==> src/rtl/fft_1d_4_in_buf.sv <==
// Serial-to-frame input buffer for the 4-point FFT core: packs 4 samples per frame into ping-pong banks.
// Optional FFT4_IN_BITREV_EN stores sample k in slot bitrev2(k) so the core sees DIT input order.
module fft_1d_4_in_buf #(
    parameter int DW = 16
) (
    input  logic          clk,
    input  logic          reset,
    input  logic          s_valid,
    output logic          s_ready,
    input  logic [DW-1:0] s_re,
    input  logic [DW-1:0] s_im,
    input  logic          s_last,
    output logic          m_valid,
    input  logic          m_ready,
    output logic [DW-1:0] in0_r,
    output logic [DW-1:0] in0_i,
    output logic [DW-1:0] in1_r,
    output logic [DW-1:0] in1_i,
    output logic [DW-1:0] in2_r,
    output logic [DW-1:0] in2_i,
    output logic [DW-1:0] in3_r,
    output logic [DW-1:0] in3_i,
    output logic          err_frame
);

    logic [DW-1:0] bank_re_reg [2][4];
    logic [DW-1:0] bank_im_reg [2][4];
    logic [1:0]    full_reg;
    logic [1:0]    full_next;
    logic          wr_bank_reg;
    logic          rd_bank_reg;
    logic [1:0]    wr_idx_reg;
    logic          err_frame_reg;
    logic [1:0]    wr_slot;
    logic          accept;
    logic          commit;
    logic          xfer;
    logic [DW-1:0] slot_re [4];
    logic [DW-1:0] slot_im [4];

`ifdef FFT4_IN_BITREV_EN
    assign wr_slot = {wr_idx_reg[0], wr_idx_reg[1]};
`else
    assign wr_slot = wr_idx_reg;
`endif

    assign s_ready = !full_reg[wr_bank_reg];
    assign m_valid = full_reg[rd_bank_reg];
    assign accept  = s_valid && s_ready;
    assign commit  = accept && (wr_idx_reg == 2'd3);
    assign xfer    = m_valid && m_ready;

    // Commit and release always target different banks, so both can apply in one cycle.
    always_comb begin
        full_next = full_reg;
        if (commit) full_next[wr_bank_reg] = 1'b1;
        if (xfer)   full_next[rd_bank_reg] = 1'b0;
    end

    always_ff @(posedge clk) begin
        if (reset) begin
            for (int b = 0; b < 2; b++) begin
                for (int s = 0; s < 4; s++) begin
                    bank_re_reg[b][s] <= '0;
                    bank_im_reg[b][s] <= '0;
                end
            end
            full_reg      <= 2'b00;
            wr_bank_reg   <= 1'b0;
            rd_bank_reg   <= 1'b0;
            wr_idx_reg    <= 2'd0;
            err_frame_reg <= 1'b0;
        end else begin
            full_reg      <= full_next;
            // Framing error: s_last anywhere but the 4th sample, or missing on the 4th.
            err_frame_reg <= accept && (s_last != (wr_idx_reg == 2'd3));
            if (accept) begin
                bank_re_reg[wr_bank_reg][wr_slot] <= s_re;
                bank_im_reg[wr_bank_reg][wr_slot] <= s_im;
                if (commit || s_last) wr_idx_reg <= 2'd0;
                else                  wr_idx_reg <= wr_idx_reg + 2'd1;
                if (commit) wr_bank_reg <= !wr_bank_reg;
            end
            if (xfer) rd_bank_reg <= !rd_bank_reg;
        end
    end

    generate
        for (genvar gi = 0; gi < 4; gi++) begin : g_slot
            assign slot_re[gi] = bank_re_reg[rd_bank_reg][gi];
            assign slot_im[gi] = bank_im_reg[rd_bank_reg][gi];
        end
    endgenerate

    assign in0_r = slot_re[0];
    assign in0_i = slot_im[0];
    assign in1_r = slot_re[1];
    assign in1_i = slot_im[1];
    assign in2_r = slot_re[2];
    assign in2_i = slot_im[2];
    assign in3_r = slot_re[3];
    assign in3_i = slot_im[3];
    assign err_frame = err_frame_reg;

endmodule
==> config.mk <==
export PLATFORM = sky130hd
export DESIGN_NAME = fft_1d_4_in_buf
export DESIGN_NICKNAME = d
export VERILOG_FILES = /design/src/rtl/fft_1d_4_in_buf.sv
export SDC_FILE = /design/constraint.sdc
export NUM_CORES = 1
export LEC_CHECK = 0
export ABC_AREA = 1
export CELL_PAD_IN_SITES_DETAIL_PLACEMENT = 0
export CELL_PAD_IN_SITES_GLOBAL_PLACEMENT = 2
export CORE_MARGIN = 2
export CORE_UTILIZATION = 41
export DETAILED_ROUTE_END_ITERATION = 6
export GPL_ROUTABILITY_DRIVEN = 0
export PLACE_DENSITY = 0.84
export REMOVE_ABC_BUFFERS = 1
export SYNTH_ARGS = -nofsm -noshare
export SYNTH_HDL_FRONTEND = slang
export SYNTH_SLANG_ARGS = --single-unit
==> constraint.sdc <==
create_clock -name clk -period 8.9 [get_ports clk]
set_clock_uncertainty 0.15 [all_clocks]
set_input_delay 2.67 -clock clk [delete_from_list [all_inputs] [get_ports clk]]
set_output_delay 2.67 -clock clk [all_outputs]
set_load 0.005 [all_outputs]
* After elaboration in Yosys (flattened, before gate mapping)
Memory sizes are Yosys's and may differ from the RTL's. A register that Yosys moved wholly into a read port is not among the register bits.
Index checks and enable logic that the tools add are counted.
** Storage, ports and cells
- Bits in registers :: 7
- Bits in latches :: 0
- RAM bits :: 256
- Memory bits (read-only) :: 0
- Memories :: 2
** Operators by class
- Add/sub/neg operators :: 1
- $mul :: 0
- Div/mod/pow operators :: 0
- Order comparisons :: 6
- Equality and inequality tests :: 2
- Shift-type cells :: 0
- Multiplexer cells :: 28
- Bitwise operators :: 4
- Reductions and logical operators :: 14
** Memories
- bank_im_reg :: depth 2, bits a word 64, read ports 1, clocked after memory_dff 1, wr ports 2, line 27 : logic [DW-1:0] bank_im_reg [2][4];
- bank_re_reg :: depth 2, bits a word 64, read ports 1, clocked after memory_dff 1, wr ports 2, line 26 : logic [DW-1:0] bank_re_reg [2][4];
** Operator list (count)
- 2-to-1 mux 64 bit :: 5
- OR reduction 64 bit :: 2
- demux 16 bit (select 2 bit) :: 1
- 2-to-1 mux 1 bit :: 16
- 2-to-1 mux 16 bit :: 1
- logical AND 1 bit :: 7
- 2-to-1 mux 2 bit :: 3
- < comparator 1 x 2 -> 1 bit, second input constant :: 2
- greater-or-equal comparator 3 bit, second input constant :: 1
- zero test 1 bit :: 3
- < comparator 3 x 1 -> 1 bit, second input constant :: 1
- inverter 2 -> 3 bit :: 1
- adder 2 x 1 -> 2 bit, second input constant :: 1
- AND 2 bit :: 1
- demux 1 bit (select 1 bit) :: 2
- == test 2 bit, second input constant :: 1
- greater-or-equal comparator 1 bit, second input constant :: 2
- inverter 2 bit :: 1
- OR 2 bit :: 1
- AND reduction 2 bit :: 1
- logical OR 1 bit :: 1
- != test 1 bit :: 1

* Depth between registers and ports, before layout
Gate-level depths: netlist (run 1).
- Depth after elaboration :: 9
- Depth in mapped cells :: 10
- Gate-level depth less buffers :: 10

* Least setup slack after synthesis (run 1)
Ideal clock, no wire load.
- Path kind :: input to register
- From :: input port s_valid
- To :: memory bank_im_reg[1][0] (netlist bit), enable pin
- Setup time :: 0.468 ns
- Arrival :: 5.284 ns
- Setup slack :: 2.998 ns
- Stages :: 4
- Buffers on the path :: 0
- Cells stage by stage :: nand3_4 inv_1 nand2_1 o21ai_0
** RTL lines
- start, declared :: line 8 : input logic s_valid,
- end, declared :: line 27

==> impl_results.md, run 1 <==
- Clock slew at the register clock pins of the worst setup and hold paths: about 0.06 ns
- Status: complete, no violations
- Synth top area share: a little over two thirds
- First-pass GRT wire length: around 39000 um
- RSZ-0062 raised after global routing: false
- TNS Setup: 0 ns
- Boundary Pins: 168
- Layout cells sized above 1: about a fifth
- Tcrit/Tclk final: between 60 and 70%
- Storage cell area: 7850 um^2
- CP endpoint kind: primary output
- Worst Path Buf+Inv: 2
- Register area share after synthesis: 72.3%
- Remaining routing DRC violations: 0
- Max-slew headroom: between 20% and 30%
- Post-Syn Area: 10900 um^2
- Critical path class: reg -> out
- Starting density of the core: roughly two fifths
- Vias per cell: ~5
- Power per cell area: roughly 200 nW/um^2
- Flop pwr share: 54.0%
- Largest net degree at the start of global routing: between 70 and 80
- Max-slew violations: 0
- Number of gates given a new drive strength after cts: 0
- Vias: between 6k and 7k
- DIE AREA: 27800 um^2
- Highest clock rate: 0.164 GHz
- Die Ht: roughly 170 um
- Pre-Repair DR Iteration Count: 7
- Hold_buf cts: 0
- Clock Sinks: roughly 260
- Avg Inst Size Synth: 14.5 um^2
- Vias in the first global route: about 6.6k
- Area of the multi-input gates: between 2000 and 3000 um^2
- P_int: 2.13 mW
- Final setup viols: 0
- Combinational share of power: 8.0%
- Worst Hold Class: reg -> reg
- VDD IR max: between 0.1 and 0.15 mV
- Fin area: 13600 um^2
- Setup WS post-layout: about 2.8 ns
- Nets: around 960
- Final hold violations: 0
- Placeable Area: ~26000 um^2
- Detail Placement HPWL: around 16000 um
- Startpoint Class: register
- GRT overflow: 0
- CP required: just over 6 ns
- Hold_ws: 0.371 ns
- Die width: roughly 170 um
- Root buf cell: clkbuf_16
- Clock power frac: approximately 38%
- Final core occ: 52.4%
- CP max stage cell: buf_4
- Most area-hungry cell type in the Yosys netlist: edfxtp_1
- Slowest stage delay, CP: around 0.92 ns
- CP Max Fanout: a little under 80
- Worst path cell trace: buf_4 -> mux2_2 -> clkdlybuf4s50_1
- Lkg Pwr: between 5 and 6 nW
- CTS buffer count: 28
- Antenna-violating nets left: 0
- Diode count: 0
- Initial DRC count: between 500 and 600
- Std-Cell Rows: 59
- WL final: approximately 26000 um
- Area grow syn2layout: 25.7%
- Synth area leaders: edfxtp_1 71%, mux2_2 13%, nor2_1 5.4%
- MaxCap Viol Count: 0
- CP top delay family: buffers and inverters
- Post-Place Cell Area: approximately 13000 um^2
- Fillers: 2206
- Total GRT Usage: 18.3%
- Initial antenna violation count: 0
- Place WS: around 2.8 ns
- YS warnings: 0
- Clock latency on the worst-skew pair: between 0.5 and 0.6 ns
- Arrival time at the worst endpoint: around 3.3 ns
- Port Buffers: between 150 and 200
- Clk buf depth: 3
- Synth unique cells: 27
- Worst Tran Pin Value: ~1.1 ns
- Cells after synthesis: approximately 750
- Sw power: 0.590 mW
- Fin crit period: 6.10 ns
- CTS tree: done
- Post-CTS Setup Inserts: 0
- Post-DR wirelength/cell: between 20 and 25 um
- Switching share of total power: a little over a fifth
- Synth Register Bits: roughly 260
- H-tree levels: 1
## cell usage after synthesis, drive strengths merged
| library cell | number |
|---|---|
| a211oi | 1 |
| a21oi | 7 |
| buf | 11 |
| clkbuf | 21 |
| clkinv | 1 |
| dfxtp | 8 |
| edfxtp | 256 |
| ha | 4 |
| inv | 75 |
| mux2 | 128 |
| nand2 | 53 |
| nand3 | 9 |
| nor2 | 168 |
| o21a | 1 |
| o21ai | 4 |
| o311ai | 1 |
| or2 | 1 |
## layout make-up
cell class	instances	share of cell area (%)
sequential	264	57.5
inverter	76	2.09
clock buffer	35	5.48
clock inverter	13	0.394
timing repair buffer	170	12.4
multi-input combinational	377	19.0
tap	335	3.07
## power by group through the flow
stage / Sequential (mW) / Combinational (mW) / Clock [mW]
after detailed placement: 1.50 / 0.221 / 0
after floorplan: 1.49 / 0.0906 / 0
after global placement: 1.49 / 0.220 / 0
after CTS: 1.47 / 0.222 / 1.05
final: 1.47 / 0.218 / 1.04
after global routing: 1.48 / 0.235 / 1.10
## cell families (layout without fill, tap and decap cells)
kind of cell | after synthesis | after routing | share of synthesized area, %
adders and majority gates | 4 | 4 | 0.461
DFF | 264 | 264 | 72.3
buffers and inverters | 108 | 294 | 4.26
AOI/OAI and AO/OA | 14 | 14 | 0.795
muxes | 128 | 128 | 13.3
and+or+nand+nor | 231 | 231 | 8.95
## layout by cell type, fill, tap and decap left out, drive strengths merged
master,instances
or2,1
clkinv,14
nor2,168
nand3,9
buf,3
clkdlybuf4s50,167
o21a,1
nand2,53
o21ai,4
o311ai,1
mux2,128
edfxtp,256
a21oi,7
clkbuf,35
dfxtp,8
inv,75
a211oi,1
ha,4
## path summary, 6_finish.rpt
path                 start  slack, ns  depth (start not counted)                end
max               register       2.80                          3           in2_r[3]
min          wr_idx_reg[1]       0.37                          2      wr_idx_reg[1]
max reg2reg    wr_bank_reg       5.28                          8  bank_re_reg[0][1]
min reg2reg  wr_idx_reg[1]       0.37                          2      wr_idx_reg[1]
## layer usage
metal | up-vias | global-route usage (%) | share of wire, %
li1 | 2934 | - | -
met1 | 3131 | 25.6 | 45
met4 | 0 | 4.57 | 1.9
met2 | 237 | 29.7 | 47
met5 | - | 0 | 0
met3 | 38 | 3.42 | 6.3
## through the flow
stage | cells | power (mW)
2_1_floorplan | 717 | 1.58
3_3_place_gp | 1222 | 1.71
3_5_place_dp | 1222 | 1.72
4_1_cts | 1270 | 2.74
5_1_grt | 1270 | 2.81
6_report | 1270 | 2.72
## worst reg2reg max path, cell delays in order (launching register included)
cell and delay, ns:
dfxtp_1 0.47, inv_2 0.19, nand2_2 0.11, nand3_4 0.10, nor2_8 0.16, o21ai_2 0.11
nand2_4 0.43, nand3_4 0.57, nand2_2 0.90
Power figures use the tool's default switching activity.
==> inputs of run 2 (changes only) <==
Settings changed: CORE_UTILIZATION 41 to 34, PLACE_DENSITY 0.84 to 0.75.
Clock period 8.9 ns to 5.4 ns, I/O delays scaled along.
==> impl_results.md, run 2 (same netlist as run 1, synthesis figures left out) <==
- Status: complete, no violations
- Clock Sinks: 264 (unchanged)
- Highest clock rate: about 0.22 GHz
- Std-Cell Rows: 65 (+10%)
- Boundary Pins: 168 (unchanged)
- Fin crit period: about 4.5 ns
- Critical path class: reg -> out
- Clock latency on the worst-skew pair: 0.54 ns (about the same)
- Max-slew violations: 0 (unchanged)
- Hold_buf cts: 0 (unchanged)
- Total GRT Usage: 16.4% (-1.9 points)
- DIE AREA: 33400 um^2 (+20%)
- Nets: 965 (+0.73%)
- Vias in the first global route: 6602 (-0.35%)
- Hold Crit Start: wr_idx_reg[1]
- Worst Hold Class: reg -> reg
- Vias: 6285 (-0.87%)
- Placeable Area: 31500 um^2 (+21%)
- Most common cell after layout, fill and taps aside: edfxtp_1
- Area grow syn2layout: 27.1%
- Die Ht: 183 um (+9.6%)
- H-tree levels: 1 (unchanged)
- Clk buf depth: 3 (unchanged)
- Post-Place Cell Area: 13000 um^2 (+1.2%)
- Layout cells sized above 1: 22.2% (+1.1 points)
- CP Max Fanout: 37 (-52%)
- Fillers: 2828 (+28%)
- MaxCap Viol Count: 0 (unchanged)
- Root buf cell: clkbuf_16
- Post-CTS Setup Inserts: 0 (unchanged)
- Diode count: 0 (unchanged)
- Antenna-violating nets left: 0 (unchanged)
- Number of gates given a new drive strength after cts: 0 (unchanged)
- Port Buffers: 167 (unchanged)
- Fin area: 13800 um^2 (+1.1%)
- VDD IR max: 0.223 mV (+88%)
- Final setup viols: 0 (unchanged)
- Detail Placement HPWL: 17400 um (+8.5%)
- Arrival time at the worst endpoint: 2.69 ns (-0.59 ns)
- First-pass GRT wire length: 40700 um (+5.0%)
- CTS buffer count: 28 (unchanged)
- Critical R2R Launch: wr_bank_reg
- Tcrit/Tclk final: approximately 83%
- Initial antenna violation count: 0 (unchanged)
- Setup WS post-layout: 0.945 ns (-1.85 ns)
- CP endpoint kind: primary output
- Starting density of the core: 34.5% (-7.2 points)
- Final core occ: 43.8% (-8.5 points)
- Hold_ws: 0.358 ns (-0.0132 ns)
- Die width: 183 um (+9.6%)
- Remaining routing DRC violations: 0 (unchanged)
- TNS Setup: 0 ns (unchanged)
- Post-DR wirelength/cell: 20.3 um (+0.19%)
- Place WS: 0.812 ns (-1.98 ns)
- Initial DRC count: 415 (-18%)
- Vias per cell: 4.67 (-6.4%)
- Largest net degree at the start of global routing: 62 (-21%)
- CP required: 3.63 ns (-2.45 ns)
- Power per cell area: 326 nW/um^2 (+63%)
- Max-slew headroom: 31.0% (+2.8 points)
- Pre-Repair DR Iteration Count: 5 (-2)
- Lkg Pwr: 5.30 nW (+0.75%)
- Worst Tran Pin Value: 1.03 ns (-0.0456 ns)
- WL final: 27200 um (+6.1%)
- CTS tree: done
- Commonest non-fill, non-tap cells in the layout: 256 x edfxtp_1, 167 x clkdlybuf4s50_1, 155 x nor2_1, 128 x mux2_2, 73 x inv_1
- Startpoint Class: register
- Clock slew at the register clock pins of the worst setup and hold paths: 0.06 ns (about the same)
- GRT overflow: 0 (unchanged)
- RSZ-0062 raised after global routing: false
- Final hold violations: 0 (unchanged)
[run 2: routing by layer]
layer / part of all wire [%] / wire length [um] / global-route usage [%]
met1: 44 / 12000 / 22.2
met2: 49 / 13200 / 27.3
met3: 6.0 / 1640 / 3.47
met4: 1.4 / 387 / 3.42
met5: 0 / 0 / 0
[run 2: critical path: stages (launching register included)]
cell	delay, ns
dfxtp_4	0.72
buf_4	0.50
mux2_2	0.43
clkdlybuf4s50_1	0.46
[run 2: cell type report]
cell class	instances	area, um^2	share of cell area (%)
Clock inverter	17	90.1	0.653
Inverter	76	285	2.07
Sequential cell	264	7850	56.9
Clock buffer	32	716	5.19
Multi-Input combinational cell	377	2600	18.8
Tap cell	402	503	3.64
Timing Repair Buffer	177	1760	12.7
[run 2: power by group]
part           switching, mW  total [mW]  internal [mW]
sequential            0.0291        2.42           2.39
combinational          0.202       0.362          0.160
clock                  0.770        1.71          0.944
total                   1.00        4.49           3.49
[run 2: path summary, 6_finish.rpt]
path,cells after the start,endpoint,slack (ns)
setup / recovery,3,in1_r[12],0.94
hold / removal,2,wr_idx_reg[1],0.36
setup reg to reg,6,bank_re_reg[0][45],2.25
hold reg to reg,2,wr_idx_reg[1],0.36
[run 2: stage by stage]
step	std cells	power (mW)
after floorplan	717	2.60
after global placement	1296	2.83
after detailed placement	1296	2.83
after CTS	1345	4.54
after global routing	1345	4.65
final	1345	4.49
==> inputs of run 3 (changes only) <==
Settings changed: CORE_UTILIZATION 34 to 38, PLACE_DENSITY 0.75 to 0.79.
Clock period 5.4 ns to 4.54 ns, I/O delays scaled along.
==> impl_results.md, run 3 (same netlist as run 1, synthesis figures left out) <==
- Status: complete, no violations
- Max-slew violations: 0 (unchanged)
- Die width: 173 um (-5.3%)
- Total GRT Usage: 17.7% (+1.3 points)
- Most common cell after layout, fill and taps aside: edfxtp_1
- Vias in the first global route: 6671 (+1.0%)
- Detail Placement HPWL: 16700 um (-4.1%)
- Boundary Pins: 168 (unchanged)
- Die Ht: 173 um (-5.3%)
- Worst Tran Pin Value: 0.601 ns (-0.430 ns)
- Std-Cell Rows: 61 (-6.2%)
- Clock Sinks: 264 (unchanged)
- Placeable Area: 27900 um^2 (-11%)
- Arrival time at the worst endpoint: 2.26 ns (-0.43 ns)
- Vias: 6358 (+1.2%)
- Area grow syn2layout: 28.0%
- Startpoint Class: register
- Root buf cell: clkbuf_16
- First-pass GRT wire length: 40100 um (-1.3%)
- Critical path class: reg -> out
- Final hold violations: 0 (unchanged)
- Starting density of the core: 38.9% (+4.4 points)
- Post-DR wirelength/cell: 20.0 um (-1.4%)
- RSZ-0062 raised after global routing: false
- CTS buffer count: 27 (-3.6%)
- Worst Hold Class: reg -> reg
- Final setup viols: 0 (unchanged)
- Setup WS post-layout: 0.770 ns (-0.174 ns)
- CP required: 3.03 ns (-0.60 ns)
- GRT overflow: 0 (unchanged)
- Commonest non-fill, non-tap cells in the layout: 256 x edfxtp_1, 167 x clkdlybuf4s50_1, 155 x nor2_1, 128 x mux2_2, 73 x inv_1
- CTS tree: done
- CP Max Fanout: 93 (+150%)
- DIE AREA: 29900 um^2 (-10%)
- Port Buffers: 167 (unchanged)
- Highest clock rate: 0.265 GHz
- Pre-Repair DR Iteration Count: 5 (unchanged)
- Tcrit/Tclk final: 83.0%
- Fin crit period: ~3.8 ns
- Hold_ws: 0.372 ns (+0.0137 ns)
- VDD IR max: 0.176 mV (-21%)
- H-tree levels: 1 (unchanged)
- Lkg Pwr: 5.36 nW (+1.3%)
- WL final: 26600 um (-2.5%)
- Largest net degree at the start of global routing: 94 (+52%)
- Place WS: 0.585 ns (-0.227 ns)
- Power per cell area: 385 nW/um^2 (+18%)
- Initial antenna violation count: 0 (unchanged)
- Clock slew at the register clock pins of the worst setup and hold paths: 0.06 ns (about the same)
- Nets: 972 (+0.73%)
- Final core occ: 49.8% (+5.9 points)
- CP endpoint kind: primary output
- Vias per cell: 4.78 (+2.4%)
- Antenna-violating nets left: 0 (unchanged)
- Max-slew headroom: 59.9% (+29 points)
- Initial DRC count: 448 (+8.0%)
- Post-CTS Setup Inserts: 0 (unchanged)
- Clock latency on the worst-skew pair: 0.52 ns (-0.02 ns)
- MaxCap Viol Count: 0 (unchanged)
- Layout cells sized above 1: 22.9% (+0.76 points)
- Clk buf depth: 3 (unchanged)
- Remaining routing DRC violations: 0 (unchanged)
- Number of gates given a new drive strength after cts: 0 (unchanged)
- Hold_buf cts: 0 (unchanged)
- Diode count: 0 (unchanged)
[run 3: cell count changes in the layout (fill, tap and decap cells not counted), sizes merged]
cell / change
clkbuf: -3
bufinv: +1
buf: +8
clkinv: +2
[run 3: power breakdown]
part           total (mW)  leakage (nW)  switching (mW)  internal, mW
combinational       0.453          2.26           0.246         0.207
sequential           2.87          2.70          0.0340          2.84
clock                2.03         0.401           0.891          1.14
total                5.36          5.36            1.17          4.19
[run 3: worst paths after layout]
| kind | endpoint | startpoint | slack [ns] | depth (start not counted) |
|---|---|---|---|---|
| setup / recovery | in3_i[13] | register | 0.77 | 3 |
| hold / removal | wr_idx_reg[1] | wr_idx_reg[1] | 0.37 | 2 |
| setup reg to reg | bank_im_reg[0][8] | wr_bank_reg | 1.85 | 9 |
| hold reg to reg | wr_idx_reg[1] | wr_idx_reg[1] | 0.37 | 2 |
[run 3: cell type report]
| class | instances | area, um^2 |
|---|---|---|
| repair buffers | 185 | 1890 |
| clock buffers | 29 | 683 |
| clock inverters | 20 | 121 |
| fillers | 2466 | 14000 |
| multi-input cells | 377 | 2600 |
| well taps | 378 | 473 |
| flip-flops and latches | 264 | 7850 |
| inverters | 76 | 285 |
[run 3: critical path, stage by stage, from the launching register on]
cell and delay [ns]:
dfxtp_4 0.35, buf_12 0.36, mux2_2 0.43, clkdlybuf4s50_1 0.45
[run 3: layer usage]
layer  track usage [%]  vias up  share of wire [%]
met5                 0        -                  0
met4              4.41        0                1.9
met3              3.06       39                5.3
met2              28.5      190                 47
met1              24.9     3166                 46
li1                  -     2963                  -
[run 3: metrics by stage]
step	instances	area [um^2]	setup TNS, ns	total power [mW]
2_1_floorplan	717	10700	-75.98	3.09
3_3_place_gp	1280	13100	0	3.38
3_5_place_dp	1280	13100	0	3.39
4_1_cts	1329	13900	0	5.41
5_1_grt	1329	13900	0	5.54
6_report	1329	13900	0	5.36
